<file path="src/rtl/cim_seq_pkg.sv">
// Shared encodings and geometry for the CIM macro sequencer.
package cim_seq_pkg;
    localparam int ADC_BITS = 4;
    localparam int N_COLS   = 16;
    localparam int N_ROWS   = 16;
    localparam int RSP_W    = ADC_BITS * N_COLS;

    typedef enum logic [1:0] {
        OP_WRITE = 2'b00,
        OP_READ  = 2'b01,
        OP_MAC   = 2'b10,
        OP_RSVD  = 2'b11
    } op_e;

    typedef enum logic [2:0] {
        S_IDLE,
        S_PRE,
        S_WR,
        S_EVAL,
        S_SENSE,
        S_RESP
    } state_e;

    function automatic int max4(input int a, input int b, input int c, input int d);
        int m;
        m = a;
        if (b > m) m = b;
        if (c > m) m = c;
        if (d > m) m = d;
        return m;
    endfunction

    function automatic logic [N_ROWS-1:0] onehot_row(input logic [3:0] row);
        return N_ROWS'(1) << row;
    endfunction
endpackage

</file>
<file path="src/rtl/cim_macro_seq_if.sv">
// Command/response handshake between a host and the CIM macro sequencer.
interface cim_macro_seq_if;
    import cim_seq_pkg::*;

    logic              cmd_valid;
    logic              cmd_ready;
    logic [1:0]        cmd_op;
    logic [3:0]        cmd_row;
    logic [N_COLS-1:0] cmd_data;
    logic              rsp_valid;
    logic [1:0]        rsp_op;
    logic              rsp_err;
    logic [RSP_W-1:0]  rsp_data;

    modport master (
        output cmd_valid, cmd_op, cmd_row, cmd_data,
        input  cmd_ready, rsp_valid, rsp_op, rsp_err, rsp_data
    );

    modport slave (
        input  cmd_valid, cmd_op, cmd_row, cmd_data,
        output cmd_ready, rsp_valid, rsp_op, rsp_err, rsp_data
    );
endinterface

</file>
<file path="src/rtl/cim_phase_timer.sv">
// Loadable down-counter; done_o marks the last cycle of a phase (count == 1).
module cim_phase_timer #(
    parameter int CNT_W = 3
) (
    input  logic             clk_i,
    input  logic             rst_i,
    input  logic             load_i,
    input  logic [CNT_W-1:0] load_val_i,
    output logic             done_o
);
    logic [CNT_W-1:0] cnt_q, cnt_d;

    // Saturates at zero so an idle timer never wraps back into a live count.
    always_comb begin
        cnt_d = cnt_q;
        if (load_i)
            cnt_d = load_val_i;
        else if (cnt_q != '0)
            cnt_d = cnt_q - 1'b1;
    end

    always_ff @(posedge clk_i) begin
        if (rst_i)
            cnt_q <= '0;
        else
            cnt_q <= cnt_d;
    end

    assign done_o = (cnt_q == CNT_W'(1));
endmodule

</file>
<file path="src/rtl/cim_macro_seq.sv">
// Phase sequencer for the 16x16 CIM macro: WRITE / READ / MAC over valid/ready,
// Moore-decoded wordlines and strobes, registered response.
module cim_macro_seq
    import cim_seq_pkg::*;
#(
    parameter int T_PRE   = 2,
    parameter int T_WR    = 2,
    parameter int T_EVAL  = 3,
    parameter int T_SENSE = 1
) (
    input  logic              wb_clk_i,
    input  logic              wb_rst_i,
    cim_macro_seq_if.slave    bus,
    output logic [N_ROWS-1:0] WWL,
    output logic [N_ROWS-1:0] RWL,
    output logic [N_ROWS-1:0] RWLB,
    output logic [N_COLS-1:0] Din,
    output logic              WE,
    output logic              PRE_SRAM,
    output logic              PRE_VLSA,
    output logic              PRE_CLSA,
    output logic              PRE_A,
    output logic              SAEN,
    output logic              VCLP,
    output logic              EN,
    input  logic [N_COLS-1:0] SA_OUT,
    input  logic [RSP_W-1:0]  adc_out
);
    localparam int CNT_W = $clog2(max4(T_PRE, T_WR, T_EVAL, T_SENSE)) + 1;

    state_e            state_q, state_d;
    op_e               op_q;
    logic [3:0]        row_q;
    logic [N_COLS-1:0] data_q;
    logic [1:0]        rsp_op_q;
    logic              rsp_err_q;
    logic [RSP_W-1:0]  rsp_data_q;
    logic              tmr_load, tmr_done;
    logic [CNT_W-1:0]  tmr_val;
    logic              accept;

    assign accept = (state_q == S_IDLE) && bus.cmd_valid;

    cim_phase_timer #(.CNT_W(CNT_W)) u_timer (
        .clk_i      (wb_clk_i),
        .rst_i      (wb_rst_i),
        .load_i     (tmr_load),
        .load_val_i (tmr_val),
        .done_o     (tmr_done)
    );

    always_comb begin
        state_d  = state_q;
        tmr_load = 1'b0;
        tmr_val  = '0;
        unique case (state_q)
            S_IDLE: if (bus.cmd_valid) begin
                if (op_e'(bus.cmd_op) == OP_RSVD) begin
                    state_d = S_RESP;
                end else begin
                    state_d  = S_PRE;
                    tmr_load = 1'b1;
                    tmr_val  = CNT_W'(T_PRE);
                end
            end
            S_PRE: if (tmr_done) begin
                tmr_load = 1'b1;
                if (op_q == OP_WRITE) begin
                    state_d = S_WR;
                    tmr_val = CNT_W'(T_WR);
                end else begin
                    state_d = S_EVAL;
                    tmr_val = CNT_W'(T_EVAL);
                end
            end
            S_WR:   if (tmr_done) state_d = S_RESP;
            S_EVAL: if (tmr_done) begin
                state_d  = S_SENSE;
                tmr_load = 1'b1;
                tmr_val  = CNT_W'(T_SENSE);
            end
            S_SENSE: if (tmr_done) state_d = S_RESP;
            S_RESP:  state_d = S_IDLE;
            default: state_d = S_IDLE;
        endcase
    end

    // Strobes decode purely from state, so a reset edge drops them immediately.
    always_comb begin
        WWL = '0; RWL = '0; RWLB = '0; Din = '0;
        WE = 1'b0; PRE_SRAM = 1'b0; PRE_VLSA = 1'b0; PRE_CLSA = 1'b0;
        PRE_A = 1'b0; SAEN = 1'b0; VCLP = 1'b0; EN = 1'b0;
        unique case (state_q)
            S_PRE: begin
                PRE_SRAM = 1'b1;
                PRE_VLSA = (op_q == OP_READ);
                PRE_CLSA = (op_q == OP_MAC);
                PRE_A    = (op_q == OP_MAC);
            end
            S_WR: begin
                WWL = onehot_row(row_q);
                WE  = 1'b1;
                Din = data_q;
            end
            S_EVAL, S_SENSE: begin
                if (op_q == OP_MAC) begin
                    RWL  = data_q;
                    RWLB = ~data_q;
                    EN   = 1'b1;
                    VCLP = 1'b1;
                end else begin
                    RWL  = onehot_row(row_q);
                    SAEN = (state_q == S_SENSE);
                end
            end
            default: ;
        endcase
    end

    always_ff @(posedge wb_clk_i) begin
        if (accept) begin
            op_q   <= op_e'(bus.cmd_op);
            row_q  <= bus.cmd_row;
            data_q <= bus.cmd_data;
        end
    end

    always_ff @(posedge wb_clk_i) begin
        if (wb_rst_i) begin
            state_q    <= S_IDLE;
            rsp_op_q   <= '0;
            rsp_err_q  <= 1'b0;
            rsp_data_q <= '0;
        end else begin
            state_q <= state_d;
            if (accept && op_e'(bus.cmd_op) == OP_RSVD) begin
                rsp_op_q   <= OP_RSVD;
                rsp_err_q  <= 1'b1;
                rsp_data_q <= '0;
            end else if (state_q == S_WR && tmr_done) begin
                rsp_op_q   <= OP_WRITE;
                rsp_err_q  <= 1'b0;
                rsp_data_q <= '0;
            end else if (state_q == S_SENSE && tmr_done) begin
                rsp_op_q   <= op_q;
                rsp_err_q  <= 1'b0;
                rsp_data_q <= (op_q == OP_MAC) ? adc_out
                                               : {{(RSP_W-N_COLS){1'b0}}, SA_OUT};
            end
        end
    end

    assign bus.cmd_ready = (state_q == S_IDLE);
    assign bus.rsp_valid = (state_q == S_RESP);
    assign bus.rsp_op    = rsp_op_q;
    assign bus.rsp_err   = rsp_err_q;
    assign bus.rsp_data  = rsp_data_q;
endmodule

</file>
<file path="src/flat_wrapper.sv">
// flat-port wrapper written by rule: the top's interface ports become plain ports
module cim_macro_seq_flat import cim_seq_pkg::*;
#(
    parameter int T_PRE   = 2,
    parameter int T_WR    = 2,
    parameter int T_EVAL  = 3,
    parameter int T_SENSE = 1
)
  (wb_clk_i, wb_rst_i, WWL, RWL, RWLB, Din, WE, PRE_SRAM, PRE_VLSA, PRE_CLSA, PRE_A, SAEN, VCLP, EN, SA_OUT, adc_out, bus_cmd_valid, bus_cmd_op, bus_cmd_row, bus_cmd_data, bus_cmd_ready, bus_rsp_valid, bus_rsp_op, bus_rsp_err, bus_rsp_data);
  cim_macro_seq_if bus_i ();
  input  logic wb_clk_i;
  input  logic wb_rst_i;
  output logic [N_ROWS-1:0] WWL;
  output logic [N_ROWS-1:0] RWL;
  output logic [N_ROWS-1:0] RWLB;
  output logic [N_COLS-1:0] Din;
  output logic WE;
  output logic PRE_SRAM;
  output logic PRE_VLSA;
  output logic PRE_CLSA;
  output logic PRE_A;
  output logic SAEN;
  output logic VCLP;
  output logic EN;
  input  logic [N_COLS-1:0] SA_OUT;
  input  logic [RSP_W-1:0] adc_out;
  input wire logic [$bits(bus_i.cmd_valid)-1:0] bus_cmd_valid;
  input wire logic [$bits(bus_i.cmd_op)-1:0] bus_cmd_op;
  input wire logic [$bits(bus_i.cmd_row)-1:0] bus_cmd_row;
  input wire logic [$bits(bus_i.cmd_data)-1:0] bus_cmd_data;
  output wire logic [$bits(bus_i.cmd_ready)-1:0] bus_cmd_ready;
  output wire logic [$bits(bus_i.rsp_valid)-1:0] bus_rsp_valid;
  output wire logic [$bits(bus_i.rsp_op)-1:0] bus_rsp_op;
  output wire logic [$bits(bus_i.rsp_err)-1:0] bus_rsp_err;
  output wire logic [$bits(bus_i.rsp_data)-1:0] bus_rsp_data;
  assign bus_i.cmd_valid = bus_cmd_valid;
  assign bus_i.cmd_op = bus_cmd_op;
  assign bus_i.cmd_row = bus_cmd_row;
  assign bus_i.cmd_data = bus_cmd_data;
  assign bus_cmd_ready = bus_i.cmd_ready;
  assign bus_rsp_valid = bus_i.rsp_valid;
  assign bus_rsp_op = bus_i.rsp_op;
  assign bus_rsp_err = bus_i.rsp_err;
  assign bus_rsp_data = bus_i.rsp_data;
  cim_macro_seq #(.T_PRE(T_PRE), .T_WR(T_WR), .T_EVAL(T_EVAL), .T_SENSE(T_SENSE)) u_core (.wb_clk_i(wb_clk_i), .wb_rst_i(wb_rst_i), .bus(bus_i), .WWL(WWL), .RWL(RWL), .RWLB(RWLB), .Din(Din), .WE(WE), .PRE_SRAM(PRE_SRAM), .PRE_VLSA(PRE_VLSA), .PRE_CLSA(PRE_CLSA), .PRE_A(PRE_A), .SAEN(SAEN), .VCLP(VCLP), .EN(EN), .SA_OUT(SA_OUT), .adc_out(adc_out));
endmodule
</file>
<file path="config.mk">
export PLATFORM = sky130hd
export DESIGN_NAME = cim_macro_seq_flat
export DESIGN_NICKNAME = d
export VERILOG_FILES = /design/src/rtl/cim_seq_pkg.sv /design/src/rtl/cim_macro_seq_if.sv /design/src/rtl/cim_phase_timer.sv /design/src/rtl/cim_macro_seq.sv /design/src/flat_wrapper.sv
export SDC_FILE = /design/constraint.sdc
export NUM_CORES = 1
export LEC_CHECK = 0
export ABC_AREA = 1
export BUFFER_PORTS_ARGS = -buffer_cell sky130_fd_sc_hd__buf_2
export CORE_UTILIZATION = 42
export CTS_BUF_LIST = sky130_fd_sc_hd__clkbuf_2
export CTS_CLUSTER_DIAMETER = 100
export DETAILED_ROUTE_END_ITERATION = 10
export GPL_TIMING_DRIVEN = 0
export PLACE_DENSITY_LB_ADDON = 0.1
export SLEW_MARGIN = 20
export SYNTH_ARGS = -nofsm -noshare
export SYNTH_HDL_FRONTEND = slang
export SYNTH_SLANG_ARGS = --single-unit
</file>
<file path="constraint.sdc">
create_clock -name wb_clk_i -period 1.9 [get_ports wb_clk_i]
set_clock_uncertainty 0.05 [all_clocks]
set_input_delay 0.095 -clock wb_clk_i [delete_from_list [all_inputs] [get_ports wb_clk_i]]
set_output_delay 0.095 -clock wb_clk_i [all_outputs]
set_load 0.01 [all_outputs]
</file>
==> summary.md, run 1 <==
| Metric | Value |
|---|---|
| Status | `finished with violations` |
| Failing checks | `setup timing` |
| Yosys warnings | `0` |
| Num CTS Buffers | `9` |
| Initial antenna violation count | `0` |
| Post-synth EDFFs | `22` |
| CORE AREA | `0.0103 sq mm` |
| Syn Nets | `710` |
| Post-layout nets | `1103` |
| HPWL Detailed | `between 10000 and 15000 um` |
| Most common cell in the netlist | `nand2_1` |
| Layout cells sized above 1 | `42.2%` |
| Syn avg cell area | `7.45 sq um` |
| Synth area leaders | `dfxtp_1, edfxtp_1, nand2_1` |
| Die W | `105 um` |
| Synth top area share | `roughly a third` |
| Hold Path Class | `input pin to register` |
| First-pass GRT wire length | `25800 um` |
| CP max stage delay | `slightly below 0.6 ns` |
| Crit path buffers/inverters | `3` |
| Rows | `37` |
| Drt drc | `0` |
| Fin. max-slew vios | `0` |
| Worst slack at placement | `-0.334 ns` |
| Area leader, netlist | `dfxtp_1` |
| CTS max path bufs | `2` |
| Die area | `0.0111 sq mm` |
| Worst Setup Path Type | `register to output port` |
| Seq pwr share | `43.5%` |
| Total track usage | `29.2%` |
| Antenna viol nets, final | `0` |
| Power Internal | `3.46 mW` |
| H-tree depth | `3` |
| Setup crit start kind | `register` |
| Number of I/O port buffers | `between 200 and 250` |
| Cell family with most CP delay | `flip-flops` |
| Worst-skew pair later-pin latency | `0.57 ns` |
| Initial Util | `43.4%` |
| Hold Slack | `0.162 ns` |
| Clock Sinks | `95` |
| Pin count of the biggest net entering global routing | `19` |
| Worst Path Arrival | `1.94 ns` |
| DRT iter0 DRCs | `471` |
| Final worst-path setup slack | `-0.184 ns` |
| Clock transition at path regs | `0.27 ns` |
| Ant diodes | `0` |
| Crit Path Max Fanout | `6` |
| Seq/Total Area, Yosys | `47.3%` |
| MaxCap Viol Count | `0` |
| Gate Count Post-Synth | `602` |
| Asr flop ratio synth | `0%` |
| Power per Cell Area | `701 mW/mm^2` |
| Syn Std Cell Area | `0.00449 sq mm` |
| CP required | `1.75 ns` |
| Vias per cell | `5.00` |
| Hold Vio Cnt, Final | `0` |
| Routability cong. | `0.894` |
| Setup Viol. Count Final | `54` |
| Slew headroom | `between 60 and 70%` |
| Leakage power | `roughly 3.7 nW` |
| Via count | `around 5700` |
| Routed WL | `around 17000 um` |
| CTS tree | `yes` |
| Fin crit period | `2.08 ns` |
| CTS root buffer | `clkbuf_2` |
| RSZ-0062 raised after global routing | `true` |
| DIE HEIGHT | `about 110 um` |
| Clock share of power | `between 20% and 30%` |
| Vias in the first global route | `5278` |
| Final period util | `110%` |
| Synth-to-layout area growth | `75.4%` |
| I/O pins | `~250` |
| Routed len/inst | `15.1 um` |
| Psw | `about 2.1 mW` |
| #FFs+latches synth | `95` |
| Slowest CP cell | `edfxtp_1` |
| TritonRoute pass-1 iters | `7` |
| Gate power share | `36.4%` |
| Critical path endpoint category | `output port` |
| Switch share | `37.3%` |
| Commonest register cell after synthesis | `dfxtp_1` |
| Worst-Margin Slew | `0.543 ns` |
| GRT overflow | `0` |
| Worst vdd ir | `0.503 mV` |
| FMAX | `~0.48 GHz` |
| Synth top cells by count | `nand2_1, a21oi_1, dfxtp_1` |
| CP cell instances | `inv_4 -> nand3_2 -> nor2_1 -> inv_1 -> a21oi_1 -> buf_2` |
| Unique cell type count in the Yosys netlist | `27` |
worst register-to-register path, stage by stage (launching register included):
cell and delay [ns]:
dfxtp_2 0.39, buf_6 0.12, nor2_4 0.05, buf_4 0.15, buf_4 0.13, nand3_1 0.09, buf_2 0.25, buf_2 0.26
nand2_1 0.09, a21oi_1 0.14
through the flow:
stage	area [sq um]	setup TNS [ns]	instances	utilization, %	total power [mW]
after global placement	5880	-14.28	982	57.0	3.65
final	7870	-5.30	1136	76.2	5.52
after global routing	7870	-12.54	1136	76.2	5.80
after detailed placement	5880	-19.34	982	57.0	3.68
after floorplan	4490	0	602	-	3.22
after CTS	7480	-5.36	1126	72.4	5.26
power by group through the flow:
stage	Combinational, mW	Clock [mW]	Sequential (mW)
after global routing	2.16	1.22	2.42
after detailed placement	1.28	0	2.40
final	2.01	1.11	2.40
after global placement	1.25	0	2.40
after CTS	1.77	1.12	2.37
after floorplan	0.849	0	2.37
layout make-up:
type	count	area (sq um)
repair buffers	382	2660
clock buffers	9	45.0
plain buffers	41	329
well taps	136	170
multi-input cells	412	2220
clock inverters	7	86.3
fillers	751	2460
flip-flops and latches	95	2130
inverters	54	223
repair_timing:
item | in CTS | in global routing
hold buffers | 104 | 0
endpoints found under the setup margin | 139 | 108
pin swaps | 11 | 20
hold endpoints to repair | 95 | 0
gates resized for setup | 85 | 100
cloned | 3 | 3
setup buffers | 21 | 8
cells in the final DEF (no fill, tap or decap), types with 5 or more instances in the layout:
| master | Yosys | layout |
|---|---|---|
| clkbuf_2 | 0 | 9 |
| nor2_4 | 2 | 15 |
| o21ai_0 | 20 | 8 |
| buf_6 | 4 | 35 |
| inv_1 | 51 | 38 |
| o21ai_2 | 1 | 8 |
| a21oi_2 | 0 | 5 |
| buf_2 | 18 | 248 |
| nand3_2 | 11 | 11 |
| dlygate4sd3_1 | 0 | 104 |
| buf_4 | 8 | 25 |
| nand3_1 | 46 | 43 |
| nor2_1 | 66 | 38 |
| nor2_2 | 1 | 17 |
| nand2_1 | 150 | 146 |
| dfxtp_1 | 73 | 70 |
| a21oi_1 | 88 | 83 |
| nand4_1 | 8 | 8 |
| inv_2 | 3 | 10 |
| edfxtp_1 | 22 | 22 |
worst paths after layout:
path / start / end / slack (ns) / cells after the start
max reg2reg: u_core.state_q[1]$_SDFFE_PP0P_ / u_core.bus.rsp_data[12]$_SDFFE_PP0P_ / 0.14 / 9
min reg2reg: u_core.bus.rsp_data[18]$_SDFFE_PP0P_ / u_core.bus.rsp_data[18]$_SDFFE_PP0P_ / 0.43 / 2
min: bus_cmd_data[4] / u_core.data_q[4]$_DFFE_PP_ / 0.16 / 2
max: u_core.row_q[2]$_DFFE_PP_ / RWL[10] / -0.18 / 6
layer usage:
| layer | vias up | wire (um) | global-route usage (%) |
|---|---|---|---|
| met3 | 49 | 917 | 4.27 |
| met1 | 2651 | 6900 | 34.3 |
| met2 | 232 | 8850 | 53.0 |
| met4 | 0 | 546 | 11.9 |
| li1 | 2749 | - | - |
| met5 | - | 0 | 0 |
registers in the layout (all words and copies together) (netlist names):
register / count
u_core.state_q: 3
u_core.u_timer.cnt_q: 3
u_core.op_q: 2
u_core.bus.rsp_data: 64
u_core.data_q: 16
u_core.bus.rsp_err: 1
u_core.row_q: 4
u_core.bus.rsp_op: 2
kinds of logic after synthesis:
group	count (synthesis)	share of synthesized area, %
DFF	95	47.3
AOI/OAI and AO/OA	111	12.6
adders and majority gates	3	0.837
buffers and inverters	96	9.87
and+or+nand+nor	296	29.2
xor gates and xnor gates	1	0.195
(Power assumes the default switching activity.)
==> run 2, diff against run 1 <==
- CORE_UTILIZATION: 42 -> 46
- SETUP_SLACK_MARGIN: unset -> 0.05
- SLEW_MARGIN: 20 -> 0
- clock period: 1.9 -> 2.2 ns (I/O delays scaled with it)
==> run 2 against run 1 <==
Highest routed layer unchanged. Critical endpoint is now RWL[8]. First-iteration DRC count fell by 34%. Sequential power fell by 14%. Final cell count shrank 2.0%. Clock power decreased by 24%. Global-route usage increased by 4.7 points. Die area shrank 8.5%. Cell area down 6.6%. The run now ends clean. Non-clock buffer count shrank 16.
==> summary.md, run 2 (same netlist as run 1, synthesis figures left out) <==
| Metric | Value |
|---|---|
| Status | `finished, final reports clean` |
| RSZ-0062 raised after global routing | `true` |
| GRT overflow | `0 (unchanged)` |
| Antenna viol nets, final | `0 (unchanged)` |
| Leakage power | `3.56 nW (-3.4%)` |
| Setup slack on the worst flop-to-flop path | `0.10 ns (-0.04 ns)` |
| Routed len/inst | `15.7 um (+3.6%)` |
| H-tree depth | `3 (unchanged)` |
| Most frequent cells in the layout | `buf_2, nand2_1, dlygate4sd3_1, a21oi_1, dfxtp_1` |
| CTS max path bufs | `2 (unchanged)` |
| Clock transition at path regs | `0.31 ns (+0.04 ns)` |
| Vias in the first global route | `5479 (+3.8%)` |
| Setup crit start kind | `register` |
| Initial antenna violation count | `0 (unchanged)` |
| Hold Vio Cnt, Final | `0 (unchanged)` |
| Drt drc | `0 (unchanged)` |
| Critical path endpoint category | `output port` |
| FMAX | `0.473 GHz` |
| Setup TNS | `0 ns (+5.30 ns)` |
| Vias per cell | `5.16 (+3.2%)` |
| Worst Hold Endpoint | `u_core.data_q[10]$_DFFE_PP_` |
| Worst-skew pair later-pin latency | `0.58 ns (about the same)` |
| First-pass GRT wire length | `26600 um (+3.1%)` |
| Via count | `5742 (+1.1%)` |
| Layout cells sized above 1 | `37.0% (-5.2 points)` |
| Fin. max-slew vios | `0 (unchanged)` |
| Core Util, Final | `78.8% (+2.6 points)` |
| Ant diodes | `0 (unchanged)` |
| I/O pins | `246 (unchanged)` |
| Gate power share | `35.0% (-1.4 points)` |
| Power per Cell Area | `608 mW/mm^2 (-13%)` |
| Worst Setup Path Type | `register to output port` |
| Routability cong. | `0.920 (+3.0%)` |
| Switch share | `37.6% (+0.31 points)` |
| Reg2reg start | `u_core.op_q[0]$_DFFE_PP_` |
| Worst vdd ir | `0.476 mV (-5.3%)` |
| HPWL Detailed | `10800 um (+0.20%)` |
| Number of I/O port buffers | `244 (unchanged)` |
| Clock share of power | `18.9% (-1.2 points)` |
| MaxCap Viol Count | `0 (unchanged)` |
| Die area | `0.0102 sq mm (-8.5%)` |
| Post-layout nets | `1087 (-1.5%)` |
| Hold Path Class | `input pin to register` |
| Initial Util | `48.1% (+4.6 points)` |
| Slew headroom | `50.0% (-14 points)` |
| Setup Viol. Count Final | `0 (-100%)` |
| CP required | `2.04 ns (+0.29 ns)` |
| Crit Path Max Fanout | `7 (+1)` |
| Routed WL | `17500 um (+1.5%)` |
| DP Cell Count | `975 (-0.71%)` |
| Pin count of the biggest net entering global routing | `19 (unchanged)` |
| Worst R2R End | `u_core.bus.rsp_data[7]$_SDFFE_PP0P_` |
| DRT iter0 DRCs | `313 (-34%)` |
| Rows | `35 (-5.4%)` |
| CTS root buffer | `clkbuf_2` |
| R2R depth | `9 (unchanged)` |
| Total track usage | `33.9% (+4.7 points)` |
| CTS tree | `yes` |
| Worst-Margin Slew | `0.749 ns (+0.206 ns)` |
| Num CTS Buffers | `9 (unchanged)` |
| Psw | `1.68 mW (-18%)` |
| Synth-to-layout area growth | `63.8%` |
| Number of flip-flops in the largest register | `64 (unchanged)` |
| Hold Startpoint | `bus_cmd_data[10]` |
| Seq pwr share | `46.1% (+2.6 points)` |
| DIE HEIGHT | `101 um (-4.4%)` |
| Layout Cells excl Fill | `1113 (-2.0%)` |
| Hold Path Stages | `2 (unchanged)` |
| CORE AREA | `0.00933 sq mm (-9.6%)` |
| Final period util | `96.1%` |
| Fin crit period | `between 2 and 2.5 ns` |
| Power Internal | `2.79 mW (-19%)` |
| Clock Sinks | `95 (unchanged)` |
| TritonRoute pass-1 iters | `9 (+2)` |
| Most common cell after layout, fill and taps aside | `buf_2` |
| Worst Path Arrival | `1.95 ns (about the same)` |
| Die W | `101 um (-4.4%)` |
-- run 2: layer usage --
layer | track usage (%) | vias up | wire length [um]
met1 | 36.2 | 2654 | 6360
li1 | - | 2704 | -
met4 | 16.3 | 0 | 607
met5 | 0 | - | 0
met3 | 11.5 | 61 | 1560
met2 | 60.0 | 323 | 8950
-- run 2: per-stage QoR --
step	total power, mW	cell area, sq um	worst slack [ns]	hold slack (ns)
detailed placement	3.18	5870	-0.396	0.238
floorplan	2.78	4490	0.172	0.159
global route	4.69	7350	-0.0292	0.141
finish	4.47	7350	0.0858	0.175
global placement	3.15	5870	-0.300	0.237
CTS	4.35	7220	0.0118	0.130
-- run 2: final cells by class --
cell class | count | area, sq um
plain buffers | 42 | 305
clock buffers | 9 | 45.0
clock inverters | 7 | 65.1
fillers | 650 | 1980
inverters | 54 | 213
multi-input cells | 412 | 2020
flip-flops and latches | 95 | 2130
well taps | 129 | 161
repair buffers | 365 | 2410
-- run 2: how the worst max path moves through the flow --
stage	from	endpoint	cells past startpoint
2_1_floorplan	u_core.state_q[1]$_SDFFE_PP0P_	u_core.bus.rsp_data[32]$_SDFFE_PP0P_	8
3_3_place_gp	u_core.state_q[1]$_SDFFE_PP0P_	u_core.bus.rsp_data[7]$_SDFFE_PP0P_	8
3_5_place_dp	u_core.state_q[1]$_SDFFE_PP0P_	u_core.bus.rsp_data[2]$_SDFFE_PP0P_	8
4_1_cts	u_core.op_q[0]$_DFFE_PP_	PRE_CLSA	7
5_1_grt	u_core.state_q[1]$_SDFFE_PP0P_	RWL[12]	7
6_report	u_core.state_q[1]$_SDFFE_PP0P_	RWL[8]	8
-- run 2: power by group through the flow --
stage	registers, mW	clock network, mW	logic (mW)
3_5_place_dp	2.08	0	1.10
5_1_grt	2.07	0.927	1.69
3_3_place_gp	2.08	0	1.07
4_1_cts	2.04	0.866	1.44
6_report	2.06	0.843	1.56
2_1_floorplan	2.05	0	0.728
-- run 2: critical path: stages (launching register included) --
cell and delay (ns):
dfxtp_2 0.40, buf_8 0.14, nor2_4 0.13, nand2_4 0.07
o21ai_4 0.11, buf_6 0.15, o21ai_0 0.08, a21oi_1 0.14
buf_2 0.15
-- run 2: repair_timing --
action / 4_1_cts / 5_1_grt
hold endpoints to repair: 101 / 0
hold buffers: 104 / 0
resized for setup: 37 / 49
buffers inserted: 11 / 5
gates cloned: 2 / 0
pin swaps: 5 / 3
endpoints found under the setup margin: 159 / 122
